**src/rtl/ext_obi_mem_responder.sv**
```systemverilog
// ext_obi_mem_responder
//
// OBI responder terminating one external-crossbar slave port in front of a
// fixed-latency SRAM macro. Requests are granted while an outstanding slot is
// free (or a response is leaving this cycle), range/alignment checked, and the
// valid ones are forwarded to memory in the grant cycle. Every grant, valid or
// not, produces exactly one response MEM_LATENCY cycles later, strictly in
// grant order. Invalid accesses never touch memory and answer err=1, rdata=0.
//
// Parameters
//   BASE_ADDR        byte base address of the memory window
//   NUM_WORDS        32-bit words in the window (power of 2, >= 2)
//   MEM_LATENCY      cycles from mem_req_o to valid mem_rdata_i (1..4)
//   MAX_OUTSTANDING  max granted-but-unanswered transactions (>= 1)
//
// Ports
//   clk_i, rst_i     clock, asynchronous active-high reset
//   obi_req_i        request from the master
//   obi_we_i         1 = write
//   obi_be_i         byte enables
//   obi_addr_i       byte address
//   obi_wdata_i      write data
//   obi_gnt_o        grant, combinational from obi_req_i and internal state
//   obi_rvalid_o     one-cycle response strobe
//   obi_rdata_o      read data (0 for writes and errors)
//   obi_err_o        error response
//   mem_req_o        memory access strobe (grant cycle of a valid access)
//   mem_we_o         memory write enable
//   mem_be_o         memory byte enables
//   mem_addr_o       memory word address
//   mem_wdata_o      memory write data
//   mem_rdata_i      memory read data, valid MEM_LATENCY cycles after mem_req_o

module ext_obi_mem_responder #(
    parameter logic [31:0] BASE_ADDR       = 32'h4000_0000,
    parameter int unsigned NUM_WORDS       = 1024,
    parameter int unsigned MEM_LATENCY     = 1,
    parameter int unsigned MAX_OUTSTANDING = 2
) (
    input  logic                         clk_i,
    input  logic                         rst_i,

    input  logic                         obi_req_i,
    input  logic                         obi_we_i,
    input  logic [3:0]                   obi_be_i,
    input  logic [31:0]                  obi_addr_i,
    input  logic [31:0]                  obi_wdata_i,
    output logic                         obi_gnt_o,
    output logic                         obi_rvalid_o,
    output logic [31:0]                  obi_rdata_o,
    output logic                         obi_err_o,

    output logic                         mem_req_o,
    output logic                         mem_we_o,
    output logic [3:0]                   mem_be_o,
    output logic [$clog2(NUM_WORDS)-1:0] mem_addr_o,
    output logic [31:0]                  mem_wdata_o,
    input  logic [31:0]                  mem_rdata_i
);

    localparam int unsigned ADDR_W = $clog2(NUM_WORDS);
    localparam int unsigned CNT_W  = $clog2(MAX_OUTSTANDING + 1);

    localparam logic [CNT_W-1:0] MAX_CNT   = CNT_W'(MAX_OUTSTANDING);
    localparam logic [CNT_W-1:0] CNT_ONE   = CNT_W'(1);
    localparam logic [32:0]      WIN_BYTES = 33'(NUM_WORDS) << 2;
    localparam logic [32:0]      BASE_EXT  = {1'b0, BASE_ADDR};

    // Response tag carried down the latency pipeline, one per cycle.
    typedef struct packed {
        logic valid;
        logic err;
        logic we;
    } tag_t;

    logic [CNT_W-1:0]            cnt;
    logic [CNT_W-1:0]            cnt_next;
    logic [32:0]                 offset;
    logic                        addr_ok;
    tag_t                        new_tag;
    tag_t                        out_tag;
    tag_t [MEM_LATENCY-1:0]      pipe;
    tag_t [MEM_LATENCY-1:0]      pipe_next;

    // ------------------------------------------------------------------
    // Address decode. The offset is formed in 33 bits so an address below
    // the base produces a huge positive offset (bit 32 set) instead of
    // wrapping into the window; likewise addresses near 32'hFFFF_FFFC
    // cannot alias back into range.
    // ------------------------------------------------------------------
    always_comb begin
        offset  = {1'b0, obi_addr_i} - BASE_EXT;
        addr_ok = !offset[32] && (offset < WIN_BYTES) && (offset[1:0] == 2'b00);
    end

    // ------------------------------------------------------------------
    // Grant: a slot is available if fewer than MAX_OUTSTANDING are in
    // flight, or if the oldest one is leaving right now.
    // ------------------------------------------------------------------
    always_comb begin
        obi_gnt_o = obi_req_i && ((cnt < MAX_CNT) || obi_rvalid_o);
    end

    // ------------------------------------------------------------------
    // Memory side: the access is forwarded combinationally in the grant
    // cycle. Only mem_req_o is qualified; the remaining fields are simply
    // the request fields and are don't-care when mem_req_o is low.
    // ------------------------------------------------------------------
    always_comb begin
        mem_req_o   = obi_gnt_o && addr_ok;
        mem_we_o    = obi_we_i;
        mem_be_o    = obi_be_i;
        mem_wdata_o = obi_wdata_i;
        mem_addr_o  = offset[ADDR_W+1:2];
    end

    // ------------------------------------------------------------------
    // Outstanding counter next-state. Grant and response in the same
    // cycle cancel out; by construction of the grant term the counter
    // can neither exceed MAX_OUTSTANDING nor underflow.
    // ------------------------------------------------------------------
    always_comb begin
        cnt_next = cnt;
        case ({obi_gnt_o, obi_rvalid_o})
            2'b10:   cnt_next = cnt + CNT_ONE;
            2'b01:   cnt_next = cnt - CNT_ONE;
            default: cnt_next = cnt;
        endcase
    end

    always_ff @(posedge clk_i or posedge rst_i) begin
        if (rst_i) begin
            cnt <= '0;
        end else begin
            cnt <= cnt_next;
        end
    end

    // ------------------------------------------------------------------
    // Response pipeline. Every cycle pushes a tag; idle cycles push an
    // invalid tag so that latency is fixed regardless of traffic. Stage 0
    // receives the new tag, stage MEM_LATENCY-1 drives the OBI response.
    // ------------------------------------------------------------------
    always_comb begin
        new_tag.valid = obi_gnt_o;
        new_tag.err   = obi_gnt_o && !addr_ok;
        new_tag.we    = obi_gnt_o && obi_we_i;
    end

    if (MEM_LATENCY == 1) begin : g_pipe_single
        assign pipe_next = new_tag;
    end else begin : g_pipe_multi
        assign pipe_next = {pipe[MEM_LATENCY-2:0], new_tag};
    end

    // Reset clears every stage, so responses in flight are dropped and
    // rvalid falls immediately because it is taken straight from the
    // last stage.
    always_ff @(posedge clk_i or posedge rst_i) begin
        if (rst_i) begin
            pipe <= '0;
        end else begin
            pipe <= pipe_next;
        end
    end

    // ------------------------------------------------------------------
    // Output stage. Read data is passed through from the memory only for
    // successful reads; writes and errors return zero.
    // ------------------------------------------------------------------
    always_comb begin
        out_tag      = pipe[MEM_LATENCY-1];
        obi_rvalid_o = out_tag.valid;
        obi_err_o    = out_tag.valid && out_tag.err;
        obi_rdata_o  = '0;
        if (out_tag.valid && !out_tag.err && !out_tag.we) begin
            obi_rdata_o = mem_rdata_i;
        end
    end

endmodule
```
**config.mk**
```make
export PLATFORM = sky130hd
export DESIGN_NAME = ext_obi_mem_responder
export DESIGN_NICKNAME = d
export VERILOG_FILES = /design/src/rtl/ext_obi_mem_responder.sv
export SDC_FILE = /design/constraint.sdc
export NUM_CORES = 1
export LEC_CHECK = 0
export ABC_AREA = 1
export BUFFER_PORTS_ARGS = -buffer_cell sky130_fd_sc_hd__buf_2
export CAP_MARGIN = 20
export CORE_AREA = 2 2 73 75
export CTS_BUF_LIST = sky130_fd_sc_hd__clkbuf_8
export CTS_CLUSTER_SIZE = 16
export DETAILED_ROUTE_END_ITERATION = 6
export DIE_AREA = 0 0 75 77
export GPL_TIMING_DRIVEN = 0
export PLACE_DENSITY = 0.64
export SLEW_MARGIN = 5
export SYNTH_ARGS = -nofsm -noshare
export SYNTH_HDL_FRONTEND = slang
export SYNTH_SLANG_ARGS = --single-unit
```
**constraint.sdc**
```tcl
create_clock -name clk_i -period 4 [get_ports clk_i]
set_clock_uncertainty 0.15 [all_clocks]
set_input_delay 0.2 -clock clk_i [delete_from_list [all_inputs] [get_ports clk_i]]
set_output_delay 0.2 -clock clk_i [all_outputs]
set_load 0.005 [all_outputs]
```
==> flow_metrics.py, run 1 <==
metrics = {
    "power": {
        "cellPowerDensity_mw_per_mm2": 134,
        "max-vdd-ir-drop_mv": 0.154,
        "leakage_nw": 1.33,
        "power_mw": 0.246,
    },
    "synthesis": {
        "synth_compound_area_frac": 0.0151,
        "async_reset_ff_frac": 1.00,
        "synth_area_per_cell_um2": 6.09,
        "yosysWarnings": 0,
        "yosysTopAreaCellShare": 0.356,
        "synth_simple_gate_area_frac": 0.256,
        "ys.flop_type": "dfrtp_1",
        "netlist_area_um2": 992,
        "synth_area_leaders": "buf_4, inv_1, nor2_1, dfrtp_1, nor2_2",
        "synth.area.mux_share": 0,
        "ys_seq_area_frac": 0.126,
        "synth_common_cells": "buf_4, inv_1, nor2_1",
        "synth_top_area_cell": "buf_4",
        "synth-adder-area-share": 0.0252,
        "synth_top_family_by_area": "buffers and inverters",
        "synth_xor_area_frac": 0.0177,
        "synth_fp_nets": 269,
        "yosysMostFrequentCell": "buf_4",
        "synthCells": 163,
        "synth_cell_types": 15,
        "synth_edf_count": 0,
        "ys_ff_latch": 5,
    },
    "floorplan": {
        "core_mm2": 0.00498,
        "dieArea_mm2": 0.00578,
        "io_pins": 187,
        "start_util": 0.199,
        "die_h_um": 77,
        "die_x_um": 75,
        "rows": 26,
    },
    "grt": {
        "grtUsageMet3": 0.0184,
        "met1_usage": 0.0979,
        "globalRouteTotalUtil": 0.0928,
        "grt_start_max_net_pins": 11,
        "grt_most_used_layer": "met2",
        "gr-total-overflow": 0,
        "grt_pass1_vias": 1082,
        "grt_pass1_wl_um": 4440,
        "antenna_found_initial": 0,
        "met2_usage": 0.180,
    },
    "detailed_routing": {
        "wirelength_um": 3060,
        "drc_errors": 0,
        "dr.pass1.iters": 2,
        "first_iter_violations": 13,
        "wl_per_cell_um": 8.10,
        "viasPerCell": 3.39,
        "vias": 1281,
        "ant_nets": 0,
    },
    "critical_path": {
        "critical_path.max_fanout": 10,
        "startpoint_type": "flop",
        "cp-end-kind": "primary output",
        "critical_path_class": "flop to primary output",
        "worstPathRequired_ps": 3650,
        "worst_ep_arrival_time_ps": 1510,
    },
    "timing": {
        "rsz0062_at_grt": "no",
        "hold_viol_final": 0,
        "drv_slew": 0,
        "fmax_mhz": 536,
        "setup-tns-final_ps": 0,
        "finalSetupViolations": 0,
        "fin_crit_ps": 1860,
        "post-route-period-util": 0.466,
        "tightest_slew_ps": 480,
        "fin_hold_ws_ps": 64.4,
        "slew_headroom": 0.677,
    },
    "layout": {
        "antenna_cells": 0,
        "area_growth_syn_to_layout_pct": 85.1,
        "final_nets": 415,
        "final_core_util": 0.369,
        "final_layout_size_suffix_gt1_frac": 0.666,
        "design_area_mm2": 0.00184,
    },
    "clock_tree": {
        "clockRootBuffer": "clkbuf_8",
        "cts.path.max_buffers": 2,
        "path_clk_slew_ps": 40,
        "cts-resized-gates": 0,
        "clkLatencyLatePin_ps": 220,
        "htreeDepth": 1,
        "cts.sinks": 5,
        "cts_made_buffers": 3,
        "cts_tree": "yes",
    },
    "min_path": {
        "hold_class": "input port to flop",
    },
    "placed_design": {
        "postPlaceCellArea_mm2": 0.00178,
        "hpwl_um": 2790,
        "port_buffers": 140,
        "place_congestion": 0.676,
    },
    "status": {
        "outcome": "finished clean",
    },
    "run": {
        "cap_violations": 0,
    },
}
## what timing repair did
action | CTS | global route
hold buffers | 1 | 0
buffers inserted | 0 | 0
setup endpoints to repair | 0 | 0
endpoints found under the hold margin | 5 | 0
## registers in the layout, indices dropped and copies added, names as in the netlist
name and cells:
cnt 2, obi_rvalid_o 1, out_tag 2
## final cells by class
type / instances / area [um^2]
Buffer: 51 / 398
Clock buffer: 3 / 41.3
Clock inverter: 1 / 5.00
Fill cell: 534 / 3140
Inverter: 42 / 158
Multi-Input combinational cell: 65 / 312
Sequential cell: 5 / 125
Tap cell: 70 / 87.6
Timing Repair Buffer: 141 / 711
## critical path: stages, from the launching register on
cell and delay, ps:
dfrtp_1 410, or3b_1 380, buf_6 150, buf_6 150
nor2_2 100, buf_2 120
## logic make-up (layout without fill, tap and decap cells)
group | after synthesis | after routing
xor+xnor | 2 | 2
flops | 5 | 5
fa+ha+maj | 2 | 2
compound gates | 3 | 3
simple gates | 58 | 58
buf+inv | 93 | 238
## power by group
group	leakage [nW]	switching (mW)	internal (mW)
clock network	0.0255	0.0263	0.0670
registers	0.0647	0	0.0508
logic	1.24	0.0327	0.0690
## cells in the final DEF (no fill, tap or decap)
cell type	synthesis	final
ha_1	2	2
clkinv_2	0	1
inv_1	42	42
xor2_1	1	1
buf_4	47	47
dfrtp_1	5	5
nor2_1	37	37
xnor2_1	1	1
or3b_1	1	1
a21oi_1	1	1
nand2_1	9	9
nor2_4	1	1
nand3_1	1	1
clkbuf_8	0	3
buf_2	0	140
buf_6	4	4
o21ai_0	2	2
nor2_2	9	9
dlygate4sd3_1	0	1
## per-stage QoR
stage	worst slack [ps]	instances
after floorplan	2350	163
after global placement	2190	373
after detailed placement	2170	373
final	2140	378
after global routing	2040	378
after CTS	2110	378
## path summary, 6_finish.rpt
kind                                        startpoint                endpoint  slack (ps)  depth (start not counted)
worst max register to register  obi_rvalid_o$_DFF_PP0_      cnt[1]$_DFFE_PP0P_        2170                          5
min in group asynchronous                        rst_i      cnt[1]$_DFFE_PP0P_         270                          3
max in group asynchronous                        rst_i  obi_rvalid_o$_DFF_PP0_        3250                          3
worst min-delay path                          obi_we_i    out_tag[0]$_DFF_PP0_          60                          3
worst max-delay path            obi_rvalid_o$_DFF_PP0_         obi_rdata_o[12]        2140                          5
worst min register to register      cnt[0]$_DFFE_PP0P_      cnt[0]$_DFFE_PP0P_         330                          1
## layer usage
| metal | vias up | routed length, um |
|---|---|---|
| met2 | 68 | 1650 |
| met4 | 0 | 12 |
| met1 | 517 | 1120 |
| met5 | - | 0 |
| met3 | 2 | 280 |
| li1 | 694 | - |
No activity file was read; power rests on OpenSTA's default activity.
==> run 2: changes to the inputs <==
- ABC_AREA: 1 -> 0
- CORE_AREA: 2 2 73 75 -> 2 2 72 74
- DIE_AREA: 0 0 75 77 -> 0 0 74 76
- PLACE_DENSITY: 0.64 -> 0.63
- clock period: 4 -> 1.85 ns (I/O delays scaled with it)
==> flow_metrics.py, run 2 <==
metrics = {
    "power": {
        "leakage_nw": 1.13,
        "max-vdd-ir-drop_mv": 0.276,
        "cellPowerDensity_mw_per_mm2": 292,
    },
    "synthesis": {
        "ys_seq_area_frac": 0.143,
        "netlist_area_um2": 872,
        "synth_fp_nets": 219,
        "yosysWarnings": 0,
        "yosysMostFrequentCell": "buf_4",
        "synth_common_cells": "buf_4, and2_1, inv_1",
        "async_reset_ff_frac": 1.00,
        "synth_area_per_cell_um2": 7.72,
        "synth_top_area_cell": "buf_4",
        "synthCells": 113,
        "yosysTopAreaCellShare": 0.405,
        "ys.flop_type": "dfrtp_1",
        "ys_ff_latch": 5,
        "synth_edf_count": 0,
        "synth_cell_types": 16,
        "synth_area_leaders": "buf_4, and2_1, dfrtp_1, xnor2_1, ha_1",
    },
    "clock_tree": {
        "clockRootBuffer": "clkbuf_8",
        "htreeDepth": 1,
        "path_clk_slew_ps": 40,
        "cts_made_buffers": 3,
        "cts_tree": "yes",
        "cts.sinks": 5,
        "cts-resized-gates": 0,
        "clkLatencyLatePin_ps": 220,
        "cts.path.max_buffers": 2,
    },
    "timing": {
        "fmax_mhz": 591,
        "slew_headroom": 0.779,
        "setup-tns-final_ps": 0,
        "hold_viol_final": 0,
        "tightest_slew_ps": 330,
        "post-route-period-util": 0.914,
        "rsz0062_at_grt": "no",
        "fin_crit_ps": 1690,
        "finalSetupViolations": 0,
        "drv_slew": 0,
    },
    "critical_path": {
        "worstRegToRegCells": 4,
        "rrSetupSlack_ps": 330,
        "crit_family": "simple AND/OR/NAND/NOR gates",
        "slowest_stage": "dfrtp_1",
        "r2r-start": "obi_rvalid_o$_DFF_PP0_",
        "cp_cell_sequence": "nor3b_4 -> clkbuf_2 -> and2_1 -> buf_2",
        "cp.buffers_inverters": 2,
        "cp-end-kind": "primary output",
        "critical_path.max_fanout": 10,
        "startpoint_type": "flop",
        "r2r_end": "cnt[1]$_DFFE_PP0P_",
        "critical_path_class": "flop to primary output",
        "slowest_delay_ps": 400,
        "worstPathRequired_ps": 1610,
        "worst_ep_arrival_time_ps": 1450,
    },
    "grt": {
        "grt_start_max_net_pins": 11,
        "grtUsageMet3": 0.00926,
        "antenna_found_initial": 0,
        "gr-total-overflow": 0,
        "met2_usage": 0.169,
        "grt_pass1_wl_um": 4210,
        "globalRouteTotalUtil": 0.0905,
        "grt_pass1_vias": 967,
        "grt_most_used_layer": "met2",
        "met1_usage": 0.105,
    },
    "layout": {
        "final_layout_size_suffix_gt1_frac": 0.757,
        "final_common_cell": "buf_2",
        "fillers": 500,
        "antenna_cells": 0,
        "final_nets": 366,
        "final_core_util": 0.351,
        "design_area_mm2": 0.00173,
        "final_cell_mix": "buf_2, buf_4, and2_1, inv_1, dfrtp_1",
        "fin_cells": 329,
        "area_growth_syn_to_layout_pct": 97.8,
    },
    "floorplan": {
        "die_h_um": 76,
        "start_util": 0.178,
        "core_mm2": 0.00491,
        "io_pins": 187,
        "die_x_um": 74,
        "dieArea_mm2": 0.00562,
        "rows": 26,
    },
    "status": {
        "outcome": "finished clean",
    },
    "placed_design": {
        "dp_cells": 323,
        "port_buffers": 140,
        "postPlaceCellArea_mm2": 0.00166,
        "place_congestion": 0.683,
        "hpwl_um": 2650,
    },
    "run": {
        "cap_violations": 0,
    },
    "detailed_routing": {
        "dr.pass1.iters": 4,
        "vias": 1133,
        "wl_per_cell_um": 8.91,
        "ant_nets": 0,
        "wirelength_um": 2930,
        "viasPerCell": 3.44,
        "drc_errors": 0,
        "first_iter_violations": 14,
    },
    "min_path": {
        "whs_path_depth": 3,
        "hold-path-endpoint": "obi_rvalid_o$_DFF_PP0_",
        "hold_class": "input port to flop",
        "min_from": "obi_req_i",
    },
}
==> run 2: cells by family (layout without fill, tap and decap cells) <==
family,count (synthesis),in the layout,synth area share
XOR/XNOR,3,3,0.0301
adder cells (fa/ha/maj),2,2,0.0287
buffers and inverters,56,202,0.448
flip-flops,5,5,0.143
AO/OA/AOI/OAI,2,2,0.0172
AND/OR/NAND/NOR,45,45,0.333
==> run 2: through the flow <==
| stage | setup WS, ps | hold slack, ps | power (mW) |
|---|---|---|---|
| final | 159 | 46.0 | 0.503 |
| after CTS | 89.2 | 57.3 | 0.510 |
| after global placement | 323 | -151 | 0.305 |
| after floorplan | 439 | -279 | 0.202 |
| after global routing | 3.73 | 88.1 | 0.534 |
| after detailed placement | 295 | -144 | 0.308 |
==> run 2: timing repair <==
action	4_1_cts	5_1_grt
endpoints found under the hold margin	6	0
hold buffers	2	0
buffers inserted	0	0
==> run 2: power by group <==
group          switching [mW]  internal (mW)
logic                  0.0542          0.144
registers                   0          0.110
clock network          0.0532          0.142
==> run 2: worst max path at each step <==
stage / startpoint / end / slack, ps / depth (start not counted)
global route: obi_rvalid_o$_DFF_PP0_ / obi_rdata_o[23] / 4 / 4
detailed placement: obi_rvalid_o$_DFF_PP0_ / cnt[1]$_DFFE_PP0P_ / 300 / 4
finish: obi_rvalid_o$_DFF_PP0_ / obi_rdata_o[23] / 160 / 4
floorplan: obi_rvalid_o$_DFF_PP0_ / cnt[1]$_DFFE_PP0P_ / 440 / 4
global placement: obi_rvalid_o$_DFF_PP0_ / cnt[1]$_DFFE_PP0P_ / 320 / 4
CTS: obi_rvalid_o$_DFF_PP0_ / obi_rdata_o[15] / 90 / 4
==> run 2: routing by layer <==
layer,up-vias,share of wire
met5,-,0
met3,0,0.081
li1,595,-
met2,69,0.54
met4,0,0
met1,469,0.37
==> run 2: worst min-delay path, delay by kind of cell <==
kind                   cells  cell delay (ps)
AOI/OAI and AO/OA          1              120
buffers and inverters      2              160
==> run 2: layout make-up <==
type                            instances  area (um^2)  share of cell area
Inverter                                6         22.5              0.0131
Buffer                                 50          368               0.213
Clock inverter                          1         3.75             0.00218
Timing Repair Buffer                  142          721               0.418
Clock buffer                            3         41.3              0.0239
Tap cell                               70         87.6              0.0508
Sequential cell                         5          125              0.0725
Multi-Input combinational cell         52          357               0.207
